[config.mk]
export PLATFORM = sky130hd
export DESIGN_NAME = serial_demux_ctrl_flat
export DESIGN_NICKNAME = d
export VERILOG_FILES = /design/src/rtl/serial_demux_pkg.sv /design/src/rtl/serial_demux_ctrl_if.sv /design/src/rtl/serial_demux_ctrl_fsm.sv /design/src/rtl/serial_demux_ctrl.sv /design/src/flat_wrapper.sv
export SDC_FILE = /design/constraint.sdc
export NUM_CORES = 1
export LEC_CHECK = 0
export BUFFER_PORTS_ARGS = -buffer_cell sky130_fd_sc_hd__buf_2
export CAP_MARGIN = 20
export CORE_ASPECT_RATIO = 0.5
export CORE_MARGIN = 4
export CORE_UTILIZATION = 39
export DETAILED_ROUTE_END_ITERATION = 8
export PLACE_DENSITY_LB_ADDON = 0.1
export SLEW_MARGIN = 20
export SYNTH_ARGS = -nofsm -noshare
export SYNTH_HDL_FRONTEND = slang
export SYNTH_SLANG_ARGS = --single-unit
[constraint.sdc]
create_clock -name clk -period 0.9 [get_ports clk]
set_clock_uncertainty 0.05 [all_clocks]
set_input_delay 0.18 -clock clk [delete_from_list [all_inputs] [get_ports clk]]
set_output_delay 0.18 -clock clk [all_outputs]
set_load 0.05 [all_outputs]
[src/rtl/serial_demux_pkg.sv]
// ---------------------------------------------------------------------------
// serial_demux_pkg
// Shared definitions for the serial frame demultiplexer:
//   demuxState_t : frame-parser state encoding (IDLE, PORT, LEN, DATA)
//   bitCntWidth  : width of the field bit counter, wide enough for either
//                  the port-address field or the length field
// ---------------------------------------------------------------------------
package serial_demux_pkg;

  typedef enum logic [1:0] {
    IDLE = 2'b00,
    PORT = 2'b01,
    LEN  = 2'b10,
    DATA = 2'b11
  } demuxState_t;

  function automatic int bitCntWidth(input int portW, input int lenW);
    return (portW > lenW) ? portW : lenW;
  endfunction

endpackage

[src/rtl/serial_demux_ctrl_if.sv]
// ---------------------------------------------------------------------------
// serial_demux_ctrl_if
// Bundles the serial-side inputs and the per-channel outputs of the
// demultiplexer.
//   clk_en        : bit strobe from the receiver front end
//   ser_in        : serial data, idle level 1
//   abort         : synchronous abort, honoured on every clock edge
//   ser_out       : registered payload bit per channel
//   ser_out_valid : one-clock pulse per delivered payload bit
//   port_sel      : port address of the current or last frame
//   busy          : frame in progress
//   done          : one-clock pulse on frame completion
// Modports: master drives the serial side, slave is the demultiplexer.
// ---------------------------------------------------------------------------
interface serial_demux_ctrl_if #(
  parameter int PORT_W = 2
);

  localparam int NPORTS = 2 ** PORT_W;

  logic              clk_en;
  logic              ser_in;
  logic              abort;
  logic [NPORTS-1:0] ser_out;
  logic [NPORTS-1:0] ser_out_valid;
  logic [PORT_W-1:0] port_sel;
  logic              busy;
  logic              done;

  modport master (
    output clk_en, ser_in, abort,
    input  ser_out, ser_out_valid, port_sel, busy, done
  );

  modport slave (
    input  clk_en, ser_in, abort,
    output ser_out, ser_out_valid, port_sel, busy, done
  );

endinterface

[src/rtl/serial_demux_ctrl_fsm.sv]
// ---------------------------------------------------------------------------
// serial_demux_fsm
// Frame-parser state machine: state register, field bit counter and the
// registered frame-done pulse.
//   clk        : system clock
//   i_rstN     : asynchronous active-low reset (already release-synchronised)
//   i_clkEn    : bit strobe
//   i_serIn    : serial input (start-bit detection)
//   i_abort    : synchronous abort, overrides the bit strobe
//   i_lenZero  : length field assembled this edge is zero
//   i_lenLast  : remaining payload count is one
//   o_state    : current parser state
//   o_done     : one-clock frame-completion pulse
// ---------------------------------------------------------------------------
module serial_demux_fsm
  import serial_demux_pkg::*;
#(
  parameter int PORT_W = 2,
  parameter int LEN_W  = 4
) (
  input  logic        clk,
  input  logic        i_rstN,
  input  logic        i_clkEn,
  input  logic        i_serIn,
  input  logic        i_abort,
  input  logic        i_lenZero,
  input  logic        i_lenLast,
  output demuxState_t o_state,
  output logic        o_done
);

  localparam int CNT_W = bitCntWidth(PORT_W, LEN_W);

  demuxState_t r_state;
  demuxState_t w_nextState;
  logic [CNT_W-1:0] r_bitCnt;
  logic [CNT_W-1:0] w_nextBitCnt;
  logic             r_done;
  logic             w_nextDone;

  // Next-state logic. Abort wins over the bit strobe; without a strobe
  // everything holds and the done pulse falls back to 0.
  always_comb begin
    w_nextState  = r_state;
    w_nextBitCnt = r_bitCnt;
    w_nextDone   = 1'b0;
    if (i_abort) begin
      w_nextState  = IDLE;
      w_nextBitCnt = '0;
    end else if (i_clkEn) begin
      unique case (r_state)
        IDLE: begin
          if (!i_serIn) begin
            w_nextState  = PORT;
            w_nextBitCnt = '0;
          end
        end
        PORT: begin
          if (r_bitCnt == CNT_W'(PORT_W - 1)) begin
            w_nextState  = LEN;
            w_nextBitCnt = '0;
          end else begin
            w_nextBitCnt = r_bitCnt + CNT_W'(1);
          end
        end
        LEN: begin
          if (r_bitCnt == CNT_W'(LEN_W - 1)) begin
            w_nextBitCnt = '0;
            // A zero-length frame completes on its last length bit.
            if (i_lenZero) begin
              w_nextState = IDLE;
              w_nextDone  = 1'b1;
            end else begin
              w_nextState = DATA;
            end
          end else begin
            w_nextBitCnt = r_bitCnt + CNT_W'(1);
          end
        end
        DATA: begin
          if (i_lenLast) begin
            w_nextState = IDLE;
            w_nextDone  = 1'b1;
          end
        end
      endcase
    end
  end

  // State, counter and done registers.
  always_ff @(posedge clk or negedge i_rstN) begin
    if (!i_rstN) begin
      r_state  <= IDLE;
      r_bitCnt <= '0;
      r_done   <= 1'b0;
    end else begin
      r_state  <= w_nextState;
      r_bitCnt <= w_nextBitCnt;
      r_done   <= w_nextDone;
    end
  end

  assign o_state = r_state;
  assign o_done  = r_done;

endmodule

[src/rtl/serial_demux_ctrl.sv]
// ---------------------------------------------------------------------------
// serial_demux_ctrl
// Serial frame demultiplexer. A frame is: start bit (0), PORT_W address
// bits, LEN_W length bits, then LEN payload bits, all MSB-first and each
// qualified by clk_en. Payload bits are routed to channel port_sel.
//   clk   : system clock
//   reset : asynchronous active-low reset, release synchronised internally
//   bus   : serial_demux_ctrl_if slave modport (see interface header)
// ---------------------------------------------------------------------------
module serial_demux_ctrl
  import serial_demux_pkg::*;
#(
  parameter int PORT_W = 2,
  parameter int LEN_W  = 4
) (
  input logic               clk,
  input logic               reset,
  serial_demux_ctrl_if.slave bus
);

  localparam int NPORTS = 2 ** PORT_W;

  logic [1:0]        r_rstSync;
  logic              w_rstN;
  demuxState_t       w_state;
  logic              w_done;
  logic              w_step;
  logic              w_dataStep;
  logic [LEN_W-1:0]  w_lenAssembled;
  logic              w_lenZero;
  logic              w_lenLast;
  logic [NPORTS-1:0] w_validHot;
  logic [PORT_W-1:0] r_portSel;
  logic [LEN_W-1:0]  r_lenCnt;
  logic [NPORTS-1:0] r_serOut;
  logic [NPORTS-1:0] r_serOutValid;

  // Reset asserts immediately and releases two clocks later, so the parser
  // never sees a partially released reset.
  always_ff @(posedge clk or negedge reset) begin
    if (!reset) begin
      r_rstSync <= 2'b00;
    end else begin
      r_rstSync <= {r_rstSync[0], 1'b1};
    end
  end

  assign w_rstN = r_rstSync[1];

  assign w_step         = bus.clk_en & ~bus.abort;
  assign w_dataStep     = w_step && (w_state == DATA);
  assign w_lenAssembled = LEN_W'({r_lenCnt, bus.ser_in});
  assign w_lenZero      = (w_lenAssembled == '0);
  assign w_lenLast      = (r_lenCnt == LEN_W'(1));
  assign w_validHot     = NPORTS'(1) << r_portSel;

  serial_demux_fsm #(
    .PORT_W (PORT_W),
    .LEN_W  (LEN_W)
  ) u_fsm (
    .clk       (clk),
    .i_rstN    (w_rstN),
    .i_clkEn   (bus.clk_en),
    .i_serIn   (bus.ser_in),
    .i_abort   (bus.abort),
    .i_lenZero (w_lenZero),
    .i_lenLast (w_lenLast),
    .o_state   (w_state),
    .o_done    (w_done)
  );

  // Port-address shifter; holds across abort so the last address stays visible.
  always_ff @(posedge clk or negedge w_rstN) begin
    if (!w_rstN) begin
      r_portSel <= '0;
    end else if (w_step && (w_state == PORT)) begin
      r_portSel <= PORT_W'({r_portSel, bus.ser_in});
    end
  end

  // Length shifter in LEN, payload down-counter in DATA; abort clears it.
  always_ff @(posedge clk or negedge w_rstN) begin
    if (!w_rstN) begin
      r_lenCnt <= '0;
    end else if (bus.abort) begin
      r_lenCnt <= '0;
    end else if (bus.clk_en) begin
      case (w_state)
        LEN:     r_lenCnt <= w_lenAssembled;
        DATA:    r_lenCnt <= r_lenCnt - LEN_W'(1);
        default: r_lenCnt <= r_lenCnt;
      endcase
    end
  end

  // Per-channel payload registers and their one-clock valid pulses.
  always_ff @(posedge clk or negedge w_rstN) begin
    if (!w_rstN) begin
      r_serOut      <= '0;
      r_serOutValid <= '0;
    end else begin
      r_serOutValid <= w_dataStep ? w_validHot : '0;
      if (w_dataStep) begin
        r_serOut[r_portSel] <= bus.ser_in;
      end
    end
  end

  assign bus.ser_out       = r_serOut;
  assign bus.ser_out_valid = r_serOutValid;
  assign bus.port_sel      = r_portSel;
  assign bus.busy          = (w_state != IDLE);
  assign bus.done          = w_done;

endmodule

[src/flat_wrapper.sv]
// flat-port wrapper written by rule: the top's interface ports become plain ports
module serial_demux_ctrl_flat import serial_demux_pkg::*;
#(
  parameter int PORT_W = 2,
  parameter int LEN_W  = 4
)
  (clk, reset, bus_clk_en, bus_ser_in, bus_abort, bus_ser_out, bus_ser_out_valid, bus_port_sel, bus_busy, bus_done);
  serial_demux_ctrl_if #(.PORT_W(PORT_W)) bus_i ();
  input logic clk;
  input logic reset;
  input wire logic [$bits(bus_i.clk_en)-1:0] bus_clk_en;
  input wire logic [$bits(bus_i.ser_in)-1:0] bus_ser_in;
  input wire logic [$bits(bus_i.abort)-1:0] bus_abort;
  output wire logic [$bits(bus_i.ser_out)-1:0] bus_ser_out;
  output wire logic [$bits(bus_i.ser_out_valid)-1:0] bus_ser_out_valid;
  output wire logic [$bits(bus_i.port_sel)-1:0] bus_port_sel;
  output wire logic [$bits(bus_i.busy)-1:0] bus_busy;
  output wire logic [$bits(bus_i.done)-1:0] bus_done;
  assign bus_i.clk_en = bus_clk_en;
  assign bus_i.ser_in = bus_ser_in;
  assign bus_i.abort = bus_abort;
  assign bus_ser_out = bus_i.ser_out;
  assign bus_ser_out_valid = bus_i.ser_out_valid;
  assign bus_port_sel = bus_i.port_sel;
  assign bus_busy = bus_i.busy;
  assign bus_done = bus_i.done;
  serial_demux_ctrl #(.PORT_W(PORT_W), .LEN_W(LEN_W)) u_core (.clk(clk), .reset(reset), .bus(bus_i));
endmodule
==> flow_summary.toml, run 1 <==
[worst_setup_path]
cp_top_family = "compound AO/OA/AOI/OAI gates"
cp_slowest_cell = "dfrtp_1"
crit_arrival_ns = 1.86
setup.worst_path.start_class = "register"
setup.worst_path.end_class = "register"
r2r_slack_ns = -0.80
max_stage_delay_ns = 0.43
critical_path_class = "register to register"
path_buf_inv = 1
cp.required_ns = 1.06
cp_cell_sequence = "inv_2 > ha_4 > nand2b_4 > a311oi_4 > a21boi_4 > mux2_4"
path_max_fanout = 4

[floorplan]
die_area_sq_um = 4210
die_h_microns = 47.9
fp.dieW_microns = 87.8
initial_utilization = 0.410
io_pins = 17
coreArea_sq_um = 3030
rows = 14

[sta]
min_period_ns = 1.70
worst_slack_ns = -0.799
rsz0062_at_grt = "true"
fin_crit_sh = 1.89
drv_slew = 0
finalHoldViolations = 0
timing.fmax_ghz = 0.589
setup_violations = 33

[placement]
post-dp-hpwl_microns = 2130
dp_cells = 197
io_buffers = 16
gp_congestion = 0.742

[final_layout]
multi_input_area_sq_um = 813
fillerInstances = 221
syn2layout_area_growth_pct = 61.1
final_nets = 182
drive_gt1_frac = 0.631
regArea_sq_um = 579
fin_cells = 208
n_antenna_cell = 0

[route]
dr.pass1.iters = 4
vias_per_cell = 5.08
drt_iter0_drc = 54
wl_per_cell_microns = 14.9
vias = 1057
drc = 0
routed_wl_microns = 3100
detail-route-antenna-nets = 0

[synthesis]
syn_area_per_cell_sq_um = 10.8
yosys.area.top_type = "dfrtp_1"
yosysWarnings = 0
yosysSeqAreaShare = 0.463
ys_types = 43
syn_nets = 128
yosys-top-cells-count = "dfrtp_1 (23), inv_1 (11), ha_1 (8)"
synth.most_common_cell = "dfrtp_1"
async_reset_ff_frac = 1.00
synth_top_area_share = 0.463
synth_flop_cell = "dfrtp_1"
yosys-top-cells-area = "dfrtp_1 (46%), ha_1 (8.1%), mux2_2 (6.3%), inv_1 (3.3%), a221oi_1 (2.1%)"
syn_area_sq_um = 1240
syn_inst = 115
yosys_register_bits = 23
synth_edf_count = 0

[grt]
grt_pass1_wl_microns = 4890
grt_pass1_vias = 1014
grt_max_degree = 22
antenna_found_initial = 0
track_usage = 0.156
gr-total-overflow = 0

[clock_tree]
cts_root_buffer = "clkbuf_8"
clock_sinks = 23
h-tree-depth = 1
clock_latency_ns = 0.27
cts_tree = "built"
cts_made_buffers = 3
clock_path_buffers = 2
path_clk_slew_ns = 0.09

[pwr]
ir_worst_vdd_v = 0.00176
p_leak_uw = 0.000924
power_density_nw_per_um2 = 1450
power.total_uw = 2910

[worst_hold_path]
hp-class = "register to asynchronous set/reset pin"

[status]
outcome = "finished, violations left"
violations = "setup timing"

[flow_run]
max_cap_violations = 0
-- power breakdown --
part / total (uW) / internal [uW] / switching [uW]
combinational: 1010 / 493 / 519
sequential: 1240 / 1110 / 131
clock: 654 / 309 / 344
total: 2910 / 1910 / 995
-- kinds of logic (layout without fill, tap and decap cells) --
family,count (synthesis),in the layout,share of synthesized area
other,1,1,0.00302
multiplexers,7,7,0.0634
buffers and inverters,15,68,0.0483
adder cells (fa/ha/maj),8,8,0.0806
flip-flops,23,23,0.463
AND/OR/NAND/NOR,35,35,0.173
AO/OA/AOI/OAI,26,26,0.168
-- metrics by stage --
| step | cell area, sq um | utilization | setup slack, ns | hold WS, ns | setup TNS (ns) |
|---|---|---|---|---|---|
| 6_report | 2000 | 0.661 | -0.799 | 0.168 | -15.08 |
| 5_1_grt | 2000 | 0.661 | -0.860 | 0.191 | -16.72 |
| 4_1_cts | 1890 | 0.624 | -0.762 | 0.162 | -14.78 |
| 3_5_place_dp | 1640 | 0.540 | -0.821 | -0.0811 | -13.54 |
| 3_3_place_gp | 1640 | 0.540 | -0.747 | -0.0836 | -13.02 |
| 2_1_floorplan | 1310 | - | -0.664 | -0.166 | -10.17 |
-- cells in the final DEF, fill, tap and decap left out, types with 2 or more instances in the layout --
master | synthesis | routed
a221o_1 | 2 | 2
a221oi_2 | 0 | 3
and3_1 | 2 | 2
and3b_2 | 1 | 2
buf_2 | 3 | 4
buf_4 | 0 | 30
buf_6 | 0 | 16
buf_8 | 0 | 2
clkbuf_8 | 0 | 3
dfrtp_1 | 23 | 20
dfrtp_2 | 0 | 3
ha_1 | 8 | 3
ha_2 | 0 | 2
ha_4 | 0 | 3
inv_1 | 11 | 5
inv_2 | 0 | 4
mux2_2 | 7 | 6
nand2_1 | 5 | 4
nand2b_4 | 0 | 2
nand3_1 | 4 | 3
nor2_1 | 5 | 3
nor2_2 | 0 | 2
nor2b_4 | 0 | 2
o21ai_1 | 2 | 3
-- cell type report --
| class | count | area share |
|---|---|---|
| multi-input cells | 77 | 0.406 |
| flip-flops and latches | 23 | 0.289 |
| repair buffers | 53 | 0.232 |
| well taps | 40 | 0.0250 |
| inverters | 11 | 0.0238 |
| clock buffers | 3 | 0.0206 |
| clock inverters | 1 | 0.00250 |
-- registers in the layout, summed over array words and instances (netlist names) --
signal                    count
u_core.bus.port_sel           2
u_core.bus.ser_out            4
u_core.bus.ser_out_valid      4
u_core.r_lenCnt               4
u_core.r_rstSync              2
u_core.u_fsm.o_done           1
u_core.u_fsm.o_state          2
u_core.u_fsm.r_bitCnt         4
-- routing by layer --
layer	vias to the layer above	part of all wire	GRT usage
met1	503	0.47	0.192
li1	524	-	-
met4	0	0.0039	0.0183
met5	-	0	0
met2	28	0.47	0.284
met3	2	0.060	0.0498
-- path summary, 6_finish.rpt --
path | startpoint | to | depth (start not counted)
worst max-delay path | u_core.u_fsm.o_state[0] | u_core.u_fsm.r_bitCnt[0] | 6
worst min-delay path | u_core.r_rstSync[1] | u_core.r_lenCnt[2] | 1
worst max register to register | u_core.u_fsm.o_state[0] | u_core.u_fsm.r_bitCnt[0] | 6
worst min register to register | u_core.r_rstSync[1] | u_core.r_lenCnt[2] | 1
max in group asynchronous | u_core.r_rstSync[1] | u_core.bus.port_sel[0] | 1
min in group clk | bus_abort | u_core.r_lenCnt[3] | 3
-- what timing repair did --
item	CTS	global route
pin swaps	10	11
hold endpoints to repair	2	0
resized for setup	46	20
endpoints found under the setup margin	33	33
setup buffers	4	2
hold buffers	1	0
Power figures use the tool's default switching activity.
==> inputs of run 2 (changes only) <==
Settings changed: BUFFER_PORTS_ARGS -buffer_cell sky130_fd_sc_hd__buf_2 to unset, DONT_BUFFER_PORTS set to 1, PLACE_DENSITY set to 0.66, PLACE_DENSITY_LB_ADDON 0.1 to unset.
==> flow_summary.toml, run 2 (same netlist as run 1, synthesis figures left out) <==
[worst_setup_path]
critical_path_class = "register to register"
cp.required_ns = 1.06
max_stage_delay_ns = 0.42
crit_arrival_ns = 1.80
cp_cell_sequence = "inv_2 > ha_4 > nand2b_4 > a311oi_2 > a21boi_4 > mux2_4"
cp_slowest_cell = "dfrtp_1"
path_max_fanout = 4
setup.worst_path.end_class = "register"
setup.worst_path.start_class = "register"

[clock_tree]
path_clk_slew_ns = 0.08
cts_tree = "built"
clock_latency_ns = 0.26
clock_path_buffers = 2
cts_made_buffers = 3
cts_root_buffer = "clkbuf_8"
cts_hold_buf = 1
clock_sinks = 23
h-tree-depth = 1

[route]
wl_met1_microns = 1260
wl_per_cell_microns = 15.0
routed_wl_microns = 2880
dr.max_layer_used = "met4"
drc = 0
routed-wl-met3_microns = 137
wl_met2_microns = 1480
vias = 1029
dr.pass1.iters = 4
drt_iter0_drc = 69
detail-route-antenna-nets = 0
vias_per_cell = 5.36

[final_layout]
final_nets = 166
fillerInstances = 230
drive_gt1_frac = 0.533
fin_area_sq_um = 1840
n_antenna_cell = 0
layout_commonest_cell = "buf_4"
final_cell_mix = "buf_4 (23), dfrtp_1 (21), buf_6 (7)"
syn2layout_area_growth_pct = 47.7
finish.utilization = 0.606

[flow_run]
max_cap_violations = 0

[status]
outcome = "finished, violations left"
violations = "hold timing, setup timing"

[sta]
fin_setup_tns_ns = -14.79
finalHoldViolations = 5
min_period_ns = 1.64
fin_crit_sh = 1.83
fin_hold_ws_ns = -0.0761
setup_violations = 33
timing.fmax_ghz = 0.609
drv_slew = 0
rsz0062_at_grt = "true"
worst_slack_ns = -0.743

[grt]
gr-total-overflow = 0
grt_pass1_vias = 962
track_usage = 0.143
grt_pass1_wl_microns = 4510
grt_max_degree = 22
antenna_found_initial = 0

[floorplan]
rows = 14
die_h_microns = 47.9
coreArea_sq_um = 3030
die_area_sq_um = 4210
fp.dieW_microns = 87.8
initial_utilization = 0.410
io_pins = 17

[placement]
post-dp-hpwl_microns = 2040
gp_congestion = 0.865
place_ws_ns = -0.748
io_buffers = 0
placed_cell_area_sq_um = 1640

[worst_hold_path]
hp-class = "input port to register"

[pwr]
power_density_nw_per_um2 = 1490
power.total_uw = 2730
ir_worst_vdd_v = 0.00120
p_leak_uw = 0.000850
## run 2: changes by cell type in the layout (fill, tap and decap cells not counted), moves of 3 or more
cell	previous run	this run
a221oi_1	0	3
a221oi_2	3	0
buf_4	30	23
buf_12	0	5
buf_2	4	0
buf_6	16	7
## run 2: per-layer routing
metal  vias to the layer above  track usage
li1                        490            -
met1                       507        0.177
met4                         0       0.0275
met3                         2       0.0309
met5                         -            0
met2                        30        0.266
## run 2: power by group
part | total, uW | internal [uW] | switching [uW]
clock network | 639 | 309 | 330
logic | 874 | 402 | 472
registers | 1220 | 1110 | 109
total | 2730 | 1820 | 912
## run 2: timing repair
action	4_1_cts	5_1_grt
pin swaps	7	2
hold endpoints to repair	7	5
resized for setup	25	3
gates cloned	0	0
setup buffers	2	1
setup endpoints to repair	33	33
## run 2: through the flow
step / hold WS, ns / std cells
final: -0.0761 / 192
after global routing: -0.0894 / 192
after CTS: -0.0832 / 191
after detailed placement: -0.166 / 184
after global placement: -0.166 / 184
after floorplan: -0.166 / 115
## run 2: final timing paths
kind | depth (start not counted) | start | slack, ns | end
max in group asynchronous | 1 | u_core.r_rstSync[1] | 0.39 | u_core.bus.port_sel[0]
worst min register to register | 1 | u_core.r_rstSync[1] | 0.17 | u_core.bus.ser_out_valid[3]
worst max register to register | 6 | u_core.u_fsm.o_state[0] | -0.74 | u_core.u_fsm.r_bitCnt[0]
worst max-delay path | 6 | u_core.u_fsm.o_state[0] | -0.74 | u_core.u_fsm.r_bitCnt[0]
worst min-delay path | 1 | bus_abort | -0.08 | u_core.r_lenCnt[3]
min in group asynchronous | 1 | reset | 0.09 | u_core.r_rstSync[1]
## run 2: final cells by class
| type | instances | area (sq um) | area share |
|---|---|---|---|
| Tap cell | 40 | 50.0 | 0.0273 |
| Clock buffer | 3 | 41.3 | 0.0225 |
| Sequential cell | 23 | 578 | 0.315 |
| Inverter | 11 | 45.0 | 0.0245 |
| Clock inverter | 1 | 5.00 | 0.00273 |
| Multi-Input combinational cell | 77 | 739 | 0.403 |
| Timing Repair Buffer | 37 | 377 | 0.205 |
## run 2: critical path, delay by kind of cell, from the launching register on
family,cells,cell delay [ns]
AO/OA/AOI/OAI,2,0.58
flip-flops,1,0.42
adder cells (fa/ha/maj),1,0.18
multiplexers,1,0.17
buffers and inverters,1,0.14
AND/OR/NAND/NOR,1,0.06
